File: src/rtl/wt_ctrl_pkg.sv
// Shared types and helpers for the weight-load sequencer: FSM states,
// BRAM address field widths and the {col,row} address packer.
package wt_ctrl_pkg;

  localparam int COL_BITS = 4;
  localparam int ROW_BITS = 8;

  typedef enum logic [1:0] {
    IDLE = 2'd0,
    LOAD = 2'd1,
    DONE = 2'd2,
    WAIT = 2'd3
  } wt_state_e;

  function automatic logic [COL_BITS+ROW_BITS-1:0] pack_addr(
    input logic [COL_BITS-1:0] col,
    input logic [ROW_BITS-1:0] row
  );
    return {col, row};
  endfunction

endpackage

File: src/rtl/wt_addr_gen.sv
// Row/column walker for the weight BRAM. Rows advance fastest; bounds are
// latched on clear and final_o marks the last programmed location.
module wt_addr_gen
  import wt_ctrl_pkg::*;
(
  input  logic                clk,
  input  logic                rst,
  input  logic                clear_i,
  input  logic                step_i,
  input  logic [8:0]          rows_i,
  input  logic [4:0]          cols_i,
  output logic [ROW_BITS-1:0] row_o,
  output logic [COL_BITS-1:0] col_o,
  output logic                final_o
);

  logic [ROW_BITS-1:0] row_q;
  logic [COL_BITS-1:0] col_q;
  logic [8:0]          rows_q;
  logic [4:0]          cols_q;
  logic                row_last;
  logic                col_last;

  // Bounds are kept as counts (1..256 / 1..16), so compare index+1 at full width.
  assign row_last = ({1'b0, row_q} + 9'd1) == rows_q;
  assign col_last = ({1'b0, col_q} + 5'd1) == cols_q;
  assign final_o  = row_last && col_last;
  assign row_o    = row_q;
  assign col_o    = col_q;

  always_ff @(posedge clk or posedge rst) begin
    if (rst) begin
      row_q  <= '0;
      col_q  <= '0;
      rows_q <= '0;
      cols_q <= '0;
    end else if (clear_i) begin
      row_q  <= '0;
      col_q  <= '0;
      rows_q <= rows_i;
      cols_q <= cols_i;
    end else if (step_i) begin
      if (row_last) begin
        row_q <= '0;
        col_q <= col_q + 4'd1;
      end else begin
        row_q <= row_q + 8'd1;
      end
    end
  end

endmodule

File: src/rtl/wt_load_ctrl.sv
// Weight BRAM loader: streams bytes into port A, pulses sa_start_o when the
// layer's weights are in, then waits for conv_done_i. Optional running
// byte checksum under WT_LOAD_CHECKSUM_EN.
module wt_load_ctrl
  import wt_ctrl_pkg::*;
#(
  parameter int COL_NUM    = 16,
  parameter int ROW_DEPTH  = 256,
  parameter int DATA_WIDTH = 8,
  parameter int ADDR_WIDTH = 12
) (
  input  logic                  clk,
  input  logic                  rst,
  input  logic                  start_i,
  input  logic [8:0]            cfg_rows_i,
  input  logic [4:0]            cfg_cols_i,
  input  logic                  s_valid_i,
  input  logic [DATA_WIDTH-1:0] s_data_i,
  input  logic                  s_last_i,
  output logic                  s_ready_o,
  input  logic                  conv_done_i,
  output logic                  wea_o,
  output logic [ADDR_WIDTH-1:0] addra_o,
  output logic [DATA_WIDTH-1:0] dia_o,
  output logic                  sa_start_o,
  output logic                  busy_o,
  output logic                  err_o
`ifdef WT_LOAD_CHECKSUM_EN
  ,
  output logic [15:0]           checksum_o
`endif
);

  localparam logic [8:0] MAX_ROWS = 9'(ROW_DEPTH);
  localparam logic [4:0] MAX_COLS = 5'(COL_NUM);

  wt_state_e             state_q;
  logic                  wea_q;
  logic [ADDR_WIDTH-1:0] addr_q;
  logic [DATA_WIDTH-1:0] dia_q;
  logic                  sa_start_q;
  logic                  err_q;

  logic                  cfg_ok;
  logic                  start_ok;
  logic                  beat;
  logic [ROW_BITS-1:0]   row;
  logic [COL_BITS-1:0]   col;
  logic                  final_beat;

  assign cfg_ok   = (cfg_rows_i != 9'd0) && (cfg_rows_i <= MAX_ROWS) &&
                    (cfg_cols_i != 5'd0) && (cfg_cols_i <= MAX_COLS);
  assign start_ok = (state_q == IDLE) && start_i && cfg_ok;

  // Stream handshake: a byte transfers on a cycle where s_valid_i and
  // s_ready_o are both high; ready depends only on state (high in LOAD).
  assign s_ready_o = (state_q == LOAD);
  assign beat      = s_valid_i && s_ready_o;

  wt_addr_gen u_addr_gen (
    .clk     (clk),
    .rst     (rst),
    .clear_i (start_ok),
    .step_i  (beat),
    .rows_i  (cfg_rows_i),
    .cols_i  (cfg_cols_i),
    .row_o   (row),
    .col_o   (col),
    .final_o (final_beat)
  );

  always_ff @(posedge clk or posedge rst) begin
    if (rst) begin
      state_q    <= IDLE;
      wea_q      <= 1'b0;
      addr_q     <= '0;
      dia_q      <= '0;
      sa_start_q <= 1'b0;
      err_q      <= 1'b0;
    end else begin
      wea_q      <= 1'b0;
      sa_start_q <= 1'b0;
      case (state_q)
        IDLE: begin
          if (start_i) begin
            if (cfg_ok) begin
              err_q   <= 1'b0;
              state_q <= LOAD;
            end else begin
              err_q <= 1'b1;
            end
          end
        end
        LOAD: begin
          if (beat) begin
            wea_q  <= 1'b1;
            addr_q <= pack_addr(col, row);
            dia_q  <= s_data_i;
            // Start pulse is raised together with the final write so the
            // SA never sees it before the last byte is committed.
            if (final_beat || s_last_i) begin
              state_q    <= DONE;
              sa_start_q <= 1'b1;
              if (final_beat != s_last_i) err_q <= 1'b1;
            end
          end
        end
        DONE: state_q <= WAIT;
        WAIT: if (conv_done_i) state_q <= IDLE;
        default: state_q <= IDLE;
      endcase
    end
  end

  assign wea_o      = wea_q;
  assign addra_o    = addr_q;
  assign dia_o      = dia_q;
  assign sa_start_o = sa_start_q;
  assign err_o      = err_q;
  assign busy_o     = (state_q != IDLE);

`ifdef WT_LOAD_CHECKSUM_EN
  logic [15:0] csum_q;
  logic [15:0] csum_d;

  always_comb begin
    csum_d = csum_q;
    if (start_ok)  csum_d = '0;
    else if (beat) csum_d = csum_q + 16'(s_data_i);
  end

  always_ff @(posedge clk or posedge rst) begin
    if (rst) csum_q <= '0;
    else     csum_q <= csum_d;
  end

  assign checksum_o = csum_q;
`endif

endmodule

File: config.mk
export PLATFORM = sky130hd
export DESIGN_NAME = wt_load_ctrl
export DESIGN_NICKNAME = d
export VERILOG_FILES = /design/src/rtl/wt_ctrl_pkg.sv /design/src/rtl/wt_addr_gen.sv /design/src/rtl/wt_load_ctrl.sv
export SDC_FILE = /design/constraint.sdc
export NUM_CORES = 1
export LEC_CHECK = 0
export ABC_AREA = 1
export BUFFER_PORTS_ARGS = -buffer_cell sky130_fd_sc_hd__buf_2
export CAP_MARGIN = 20
export CORE_MARGIN = 4
export CORE_UTILIZATION = 50
export DETAILED_ROUTE_END_ITERATION = 16
export GPL_ROUTABILITY_DRIVEN = 0
export GPL_TIMING_DRIVEN = 0
export PLACE_DENSITY = 0.76
export SLEW_MARGIN = 20
export SYNTH_ARGS = -nofsm -noshare
export SYNTH_HDL_FRONTEND = slang
export SYNTH_SLANG_ARGS = --single-unit
export TNS_END_PERCENT = 5
File: constraint.sdc
create_clock -name clk -period 2.2 [get_ports clk]
set_clock_uncertainty 0.15 [all_clocks]
set_input_delay 0.22 -clock clk [delete_from_list [all_inputs] [get_ports clk]]
set_output_delay 0.22 -clock clk [all_outputs]
set_load 0.01 [all_outputs]
==> results of run 1 <==
## worst min-delay path by stage
stage / startpoint / endpoint / depth (start not counted)
2_1_floorplan: s_data_i[0] / dia_o[0] / 2
3_3_place_gp: s_data_i[2] / dia_o[2] / 3
3_5_place_dp: rst / dia_o[5] / 2
4_1_cts: cfg_rows_i[2] / u_addr_gen.rows_q[2] / 3
5_1_grt: cfg_rows_i[2] / u_addr_gen.rows_q[2] / 3
6_report: cfg_rows_i[2] / u_addr_gen.rows_q[2] / 3
## timing repair
| item | CTS | global route |
|---|---|---|
| pin swaps | 15 | 5 |
| resized for setup | 27 | 13 |
| setup endpoints to repair | 3 | 25 |
| endpoints found under the hold margin | 42 | 0 |
| hold buffers | 20 | 0 |
| setup buffers | 22 | 2 |
## kinds of logic after synthesis
family / synth area share, %
xor+xnor: 2.27
compound gates: 5.98
flops: 47.3
simple gates: 33.7
fa+ha+maj: 3.71
buf+inv: 7.00
## through the flow
stage / hold WS, ps / cells / power, W
global placement: 265 / 472 / 0.00265
detailed placement: 144 / 473 / 0.00271
floorplan: 180 / 350 / 0.00232
global route: 4.16 / 524 / 0.00401
finish: -8.00 / 524 / 0.00373
CTS: 0.458 / 522 / 0.00364
## placed cells by master, fill, tap and decap left out, types with 2 or more instances in the layout
cell type / instances
xor2_1: 4
ha_1: 6
nand2_1: 130
nand3_2: 3
o21ai_0: 21
nand3_4: 2
nand2_2: 13
clkbuf_1: 4
clkbuf_2: 2
xnor2_1: 3
buf_4: 18
dlygate4sd3_1: 20
a21oi_1: 4
dfrtp_1: 47
dfrtp_2: 4
nand4_1: 14
buf_2: 53
nor2_2: 3
nor2_4: 7
nor2_1: 17
nand3_1: 16
buf_6: 8
inv_2: 6
clkbuf_8: 5
inv_1: 32
## layer usage
| layer | vias to the layer above | track usage, % | wire, µm |
|---|---|---|---|
| met4 | 0 | 7.60 | 158 |
| met3 | 21 | 4.17 | 511 |
| met5 | - | 0 | 0 |
| met1 | 1217 | 27.9 | 2980 |
| met2 | 130 | 38.4 | 3340 |
| li1 | 1308 | - | - |
## worst max-delay path: cells and delay by family (launching register included)
family / cells / cell delay, ps
simple gates: 11 / 1020
fa+ha+maj: 2 / 390
compound gates: 3 / 260
flops: 1 / 460
## cells in the mapped netlist
cell	n
a21oi_1	4
a2bb2oi_1	1
buf_2	1
buf_4	2
clkbuf_1	6
clkinv_1	1
dfrtp_1	51
ha_1	8
inv_1	38
nand2_1	140
nand2_2	4
nand3_1	19
nand3_2	1
nand3_4	1
nand4_1	14
nor2_1	20
nor2_2	1
nor2_4	6
o21ai_0	21
o21ai_1	1
o21bai_1	1
o221ai_1	1
o22ai_1	1
xnor2_1	3
xor2_1	4
## power by group through the flow
stage / logic [W] / clock network (W) / registers [W]
after floorplan: 0.000865 / 0 / 0.00146
after global placement: 0.00122 / 0 / 0.00143
after detailed placement: 0.00128 / 0 / 0.00144
after CTS: 0.00157 / 0.000648 / 0.00142
after global routing: 0.00185 / 0.000683 / 0.00147
final: 0.00165 / 0.000639 / 0.00144
## registers in the layout, summed over array words and instances, names as in the netlist
signal,count
addra_o,12
u_addr_gen.rows_q,9
dia_o,8
u_addr_gen.row_o,8
u_addr_gen.cols_q,5
u_addr_gen.col_o,4
state_q,2
err_o,1
sa_start_o,1
wea_o,1
## area by class of cell
cell class	instances	area, µm²
Multi-Input combinational cell	251	1330
Fill cell	370	1490
Buffer	9	45.0
Timing Repair Buffer	97	691
Sequential cell	51	1280
Clock buffer	5	68.8
Inverter	39	146
Clock inverter	2	37.5
Tap cell	70	87.6
==> metrics.cfg, run 1 <==
[outcome]
status=finished with violations
violations=negative hold slack, negative setup slack

[place]
preCtsSetupSlack_ps=-373
placed_cell_area_um2=3090
dpl.hpwl_mm=4.57
io_buffer_count=52

[cts]
htreeDepth=2
clkLatencyLatePin_ps=310
cts_inserted_buffers=5
cts_buffer_depth=2
cts_tree=yes
cts_sinks=51
clkTransAtPathRegs_ps=90
root_buffer=clkbuf_8

[logic_synthesis]
synth_fp_nets=386
synth_top_area_share_pct=47.3
synthCells=350
synthesis.area_um2=2700
synth_area_leader_cell=dfrtp_1
yosys.cell_types.count=25
ys_ff_latch=51
yosysWarnings=0
synth_top_cells_by_area=dfrtp_1 (47%), nand2_1 (19%), inv_1 (5.3%), o21ai_0 (3.9%), ha_1 (3.7%)
syn_avg_cell_area_um2=7.71
ys_seq_area_share_pct=47.3

[timing]
worstMarginPinSlew_ps=531
fin_hold_ws_ps=-8.00
fin_tns_setup_ps=-870
period_share_pct=108
fin_crit_ps=2380
timing.fmax_mhz=420
setup_viol=8
maxSlewHeadroom_pct=64.6
hold_viol=1
worst_slack_ps=-182
slew_viol_final=0
rsz0062_at_grt=yes

[power_and_ir_drop]
combPwrFrac_pct=44.3
switchingPower_w=0.00146
p_seq_share_pct=38.5
clkPwrFrac_pct=17.2
swShare_pct=39.3
total_leakage_power_nw=1.97
p_per_area_nw_per_um2=1010
internal_power_w=0.00226
irDropWorstVdd_v=0.000402

[detailed_routing]
drt-wirelength-per-cell_um=13.3
dr.pass1.iters=5
via_count=2676
drt_iter0_drc=208
ant_nets=0
avgViaCountPerCell=5.11
post-route-drc-count=0
wirelength_mm=6.99

[floorplanning]
core-area_um2=5170
placementRows=26
die_w_um=81.5
dieArea_um2=6630
initial_utilization_pct=52.2
fp.dieH_um=81.5
io_pins=53

[worst_setup_path]
r2r_end=state_q[1]
slowest_stage=dfrtp_2
cp_data_arrival_time_ps=2430
crit_path_frequent_cell=nand2_1
critPathLaunch=u_addr_gen.row_o[0]
cp-start-kind=register
regToRegStartpoint=u_addr_gen.row_o[0]
ff2ff_setup_slack_ps=-180
critPathMaxFanout=4
r2r_cells=16
crit_path_end=state_q[1]
worstPathRequired_ps=2250
path_class=reg2reg
cp_cell_sequence=ha_4, nand2_4, nor2_1, nand2_1, nand3_1, nand2_1, nand2_2, nor2_4, nand4_1, ha_2, nand2_2, o221ai_2, a21oi_1, nand2_1, nor2_1, a21oi_1
crit_path_end_kind=register
slowest_delay_ps=460

[final_layout]
antenna_cells=0
final_net_count=490
drive_gt1_share_pct=29.1
fin_area_um2=3690
syn_to_final_growth_pct=36.7
fin_util_pct=71.3

[global_routing]
antenna_found_initial=0
grt_max_degree=29
grt_pass1_wl_mm=11.4
grt_use_total_pct=22.2
grt.overflow.total=0
grt_pass1_vias=2507

[flow_run]
max-cap-violations=0

[hold_path]
min_path_type=in2reg

No activity file was read; power rests on OpenSTA's default activity.
==> run 2: changes to the inputs <==
- ABC_AREA: 1 -> unset
- CORE_UTILIZATION: 50 -> 49
- PLACE_DENSITY: 0.76 -> 0.75
==> metrics.cfg, run 2 <==
[detailed_routing]
avgViaCountPerCell=5.22  ; was 5.11
wirelength_mm=6.23  ; was 6.99 mm
dr_wl_met2_mm=2.92  ; was 3.34 mm
ant_nets=0  ; unchanged
drt-wirelength-per-cell_um=13.5  ; was 13.3 µm
met3WireLength_um=438  ; was 511 µm
top_layer=met4  ; unchanged
post-route-drc-count=0  ; unchanged
drt_iter0_drc=103  ; was 208
via_count=2400  ; was 2676
dr.pass1.iters=4  ; was 5
drt-met1-wl_mm=2.78  ; was 2.98 mm

[floorplanning]
die_w_um=81.8  ; was 81.5 µm
dieArea_um2=6700  ; was 6630 µm²
io_pins=53  ; unchanged
fp.dieH_um=81.8  ; was 81.5 µm
core-area_um2=5200  ; was 5170 µm²
initial_utilization_pct=51.3  ; was 52.2%
placementRows=26  ; unchanged

[worst_setup_path]
r2r_cells=12  ; was 16
critPathMaxFanout=5  ; was 4
crit_path_end_kind=register  ; unchanged
ff2ff_setup_slack_ps=-1080  ; was -180 ps
path_class=reg2reg  ; unchanged
regToRegStartpoint=u_addr_gen.row_o[5]  ; was u_addr_gen.row_o[0]
cp-start-kind=register  ; unchanged
cp_data_arrival_time_ps=3330  ; was 2430 ps
worstPathRequired_ps=2250  ; about the same
r2r_end=state_q[1]  ; unchanged

[final_layout]
fin_area_um2=3670  ; was 3690 µm²
largest_reg_flops=12  ; unchanged
final_net_count=426  ; was 490
fillers=405  ; was 370
layout_commonest_cell=nand2_1  ; unchanged
syn_to_final_growth_pct=37.3  ; was 36.7%
most-common-layout-cells=nand2_1 (71), buf_2 (52), dfrtp_1 (50)  ; was nand2_1 (130), buf_2 (53), dfrtp_1 (47)
multi_input_area_um2=1350  ; was 1330 µm²
regArea_um2=1280  ; about the same
antenna_cells=0  ; unchanged
drive_gt1_share_pct=30.5  ; was 29.1%

[logic_synthesis]
ys_top_cells_by_count=nand2_1 (72), dfrtp_1 (51), nor2_1 (16)  ; was nand2_1 (140), dfrtp_1 (51), inv_1 (38)
syn_avg_cell_area_um2=9.34  ; was 7.71 µm²
synth_top_cells_by_area=dfrtp_1 (48%), nand2_1 (10%), mux2_1 (6.3%), ha_1 (3.7%), xnor2_1 (3.6%)  ; was dfrtp_1 (47%), nand2_1 (19%), inv_1 (5.3%), o21ai_0 (3.9%), ha_1 (3.7%)
ys_seq_area_share_pct=47.8  ; was 47.3%
yosysMostFrequentCell=nand2_1  ; unchanged
synthesis.area_um2=2670  ; was 2700 µm²
yosysWarnings=0  ; unchanged
yosys.cell_types.count=39  ; was 25
synth_enable_flop_cells=0  ; unchanged
synthArstFlopShare_pct=100  ; unchanged
synth_fp_nets=322  ; was 386
synth_ff_type=dfrtp_1  ; unchanged
ys_ff_latch=51  ; unchanged
synth_top_area_share_pct=47.8  ; was 47.3%
synthCells=286  ; was 350
synth_area_leader_cell=dfrtp_1  ; unchanged

[timing]
rsz0062_at_grt=yes  ; unchanged
fin_crit_ps=3280  ; was 2380 ps
period_share_pct=149  ; was 108%
fin_tns_setup_ps=-7560  ; was -870 ps
fin_hold_ws_ps=9.82  ; was -8.00 ps
worstMarginPinSlew_ps=586  ; was 531 ps
setup_viol=23  ; was 8
hold_viol=0  ; was 1
slew_viol_final=0  ; unchanged
maxSlewHeadroom_pct=60.9  ; was 64.6%
timing.fmax_mhz=305  ; was 420 MHz
worst_slack_ps=-1080  ; was -182 ps

[place]
placed_cell_area_um2=3060  ; was 3090 µm²
preCtsSetupSlack_ps=-1220  ; was -373 ps
dpl.hpwl_mm=3.99  ; was 4.57 mm
io_buffer_count=52  ; unchanged

[global_routing]
antenna_found_initial=0  ; unchanged
grt_use_total_pct=19.6  ; was 22.2%
grt_pass1_wl_mm=10.2  ; was 11.4 mm
grt_max_degree=34  ; was 29
grt.overflow.total=0  ; unchanged
grt_pass1_vias=2131  ; was 2507

[cts]
htreeDepth=2  ; unchanged
cts_sinks=51  ; unchanged
clkTransAtPathRegs_ps=90  ; about the same
clkLatencyLatePin_ps=310  ; about the same
cts_buffer_depth=2  ; unchanged
cts_tree=yes  ; unchanged
cts_inserted_buffers=5  ; unchanged
root_buffer=clkbuf_8  ; unchanged

[hold_path]
hold_path_depth=2  ; was 3
min_path_type=in2reg  ; unchanged
min_to=u_addr_gen.rows_q[3]  ; was u_addr_gen.rows_q[2]
min_from=cfg_rows_i[3]  ; was cfg_rows_i[2]

[power_and_ir_drop]
p_per_area_nw_per_um2=1030  ; was 1010 nW/µm²
irDropWorstVdd_v=0.000673  ; was 0.000402 V
total_power_w=0.00378  ; was 0.00373 W
total_leakage_power_nw=1.80  ; was 1.97 nW

[flow_run]
max-cap-violations=0  ; unchanged

[outcome]
status=finished with violations  ; unchanged
violations=negative setup slack  ; was negative hold slack, negative setup slack

## run 2: cell families (layout without fill, tap and decap cells)
group	Yosys count	after routing	share of synthesized area (%)
and+or+nand+nor	128	128	22.2
muxes	16	16	6.70
adders and majority gates	8	8	3.75
xor gates and xnor gates	17	17	5.57
DFF	51	51	47.8
AOI/OAI and AO/OA	35	35	8.71
buffers and inverters	31	135	5.29
## run 2: final cells by class
type                       instances  area share [%]
buffer                            18            3.51
clock buffer                       5            1.88
clock inverter                     2            1.02
inverter                          12            1.23
multi-input combinational        204            36.9
sequential                        51            34.8
tap                               70            2.39
timing repair buffer              98            18.3
## run 2: worst max-delay path, stage by stage, from the launching register on
cell       delay [ps]
dfrtp_1           380
buf_6             130
xnor2_2           140
or3_4             340
a2111oi_4         360
o2111ai_2         220
buf_6             170
or3_4             340
ha_4              170
o21ai_2           130
o21ai_2            80
a211o_1           260
mux2_4            300
## run 2: metal layers
layer | global-route usage (%) | vias to the layer above
met5 | 0 | -
met4 | 5.81 | 0
met3 | 4.39 | 9
met2 | 31.2 | 76
met1 | 26.8 | 1138
li1 | - | 1177
## run 2: timing repair
item | CTS | global route
setup endpoints to repair | 22 | 41
pin swaps | 10 | 8
hold buffers | 21 | 0
gates resized for setup | 18 | 13
setup buffers | 8 | 16
hold endpoints to repair | 38 | 0
## run 2: worst max path at each step
stage | startpoint | endpoint | slack, ps | cells after the start
floorplan | u_addr_gen.row_o[5] | state_q[1] | -880 | 12
global placement | u_addr_gen.row_o[1] | state_q[1] | -1190 | 13
detailed placement | u_addr_gen.row_o[1] | state_q[1] | -1220 | 13
CTS | u_addr_gen.row_o[5] | state_q[1] | -1000 | 12
global route | u_addr_gen.row_o[5] | state_q[1] | -1140 | 12
finish | u_addr_gen.row_o[5] | state_q[1] | -1080 | 12
## run 2: power breakdown
group / switching [W] / internal (W) / leakage [nW]
combinational: 0.000849 / 0.000792 / 1.12
clock: 0.000312 / 0.000333 / 0.0502
sequential: 0.000230 / 0.00126 / 0.623
## run 2: through the flow
stage	cells	utilization, %
2_1_floorplan	286	-
3_3_place_gp	408	58.4
3_5_place_dp	409	58.8
4_1_cts	445	67.4
5_1_grt	460	70.5
6_report	460	70.5
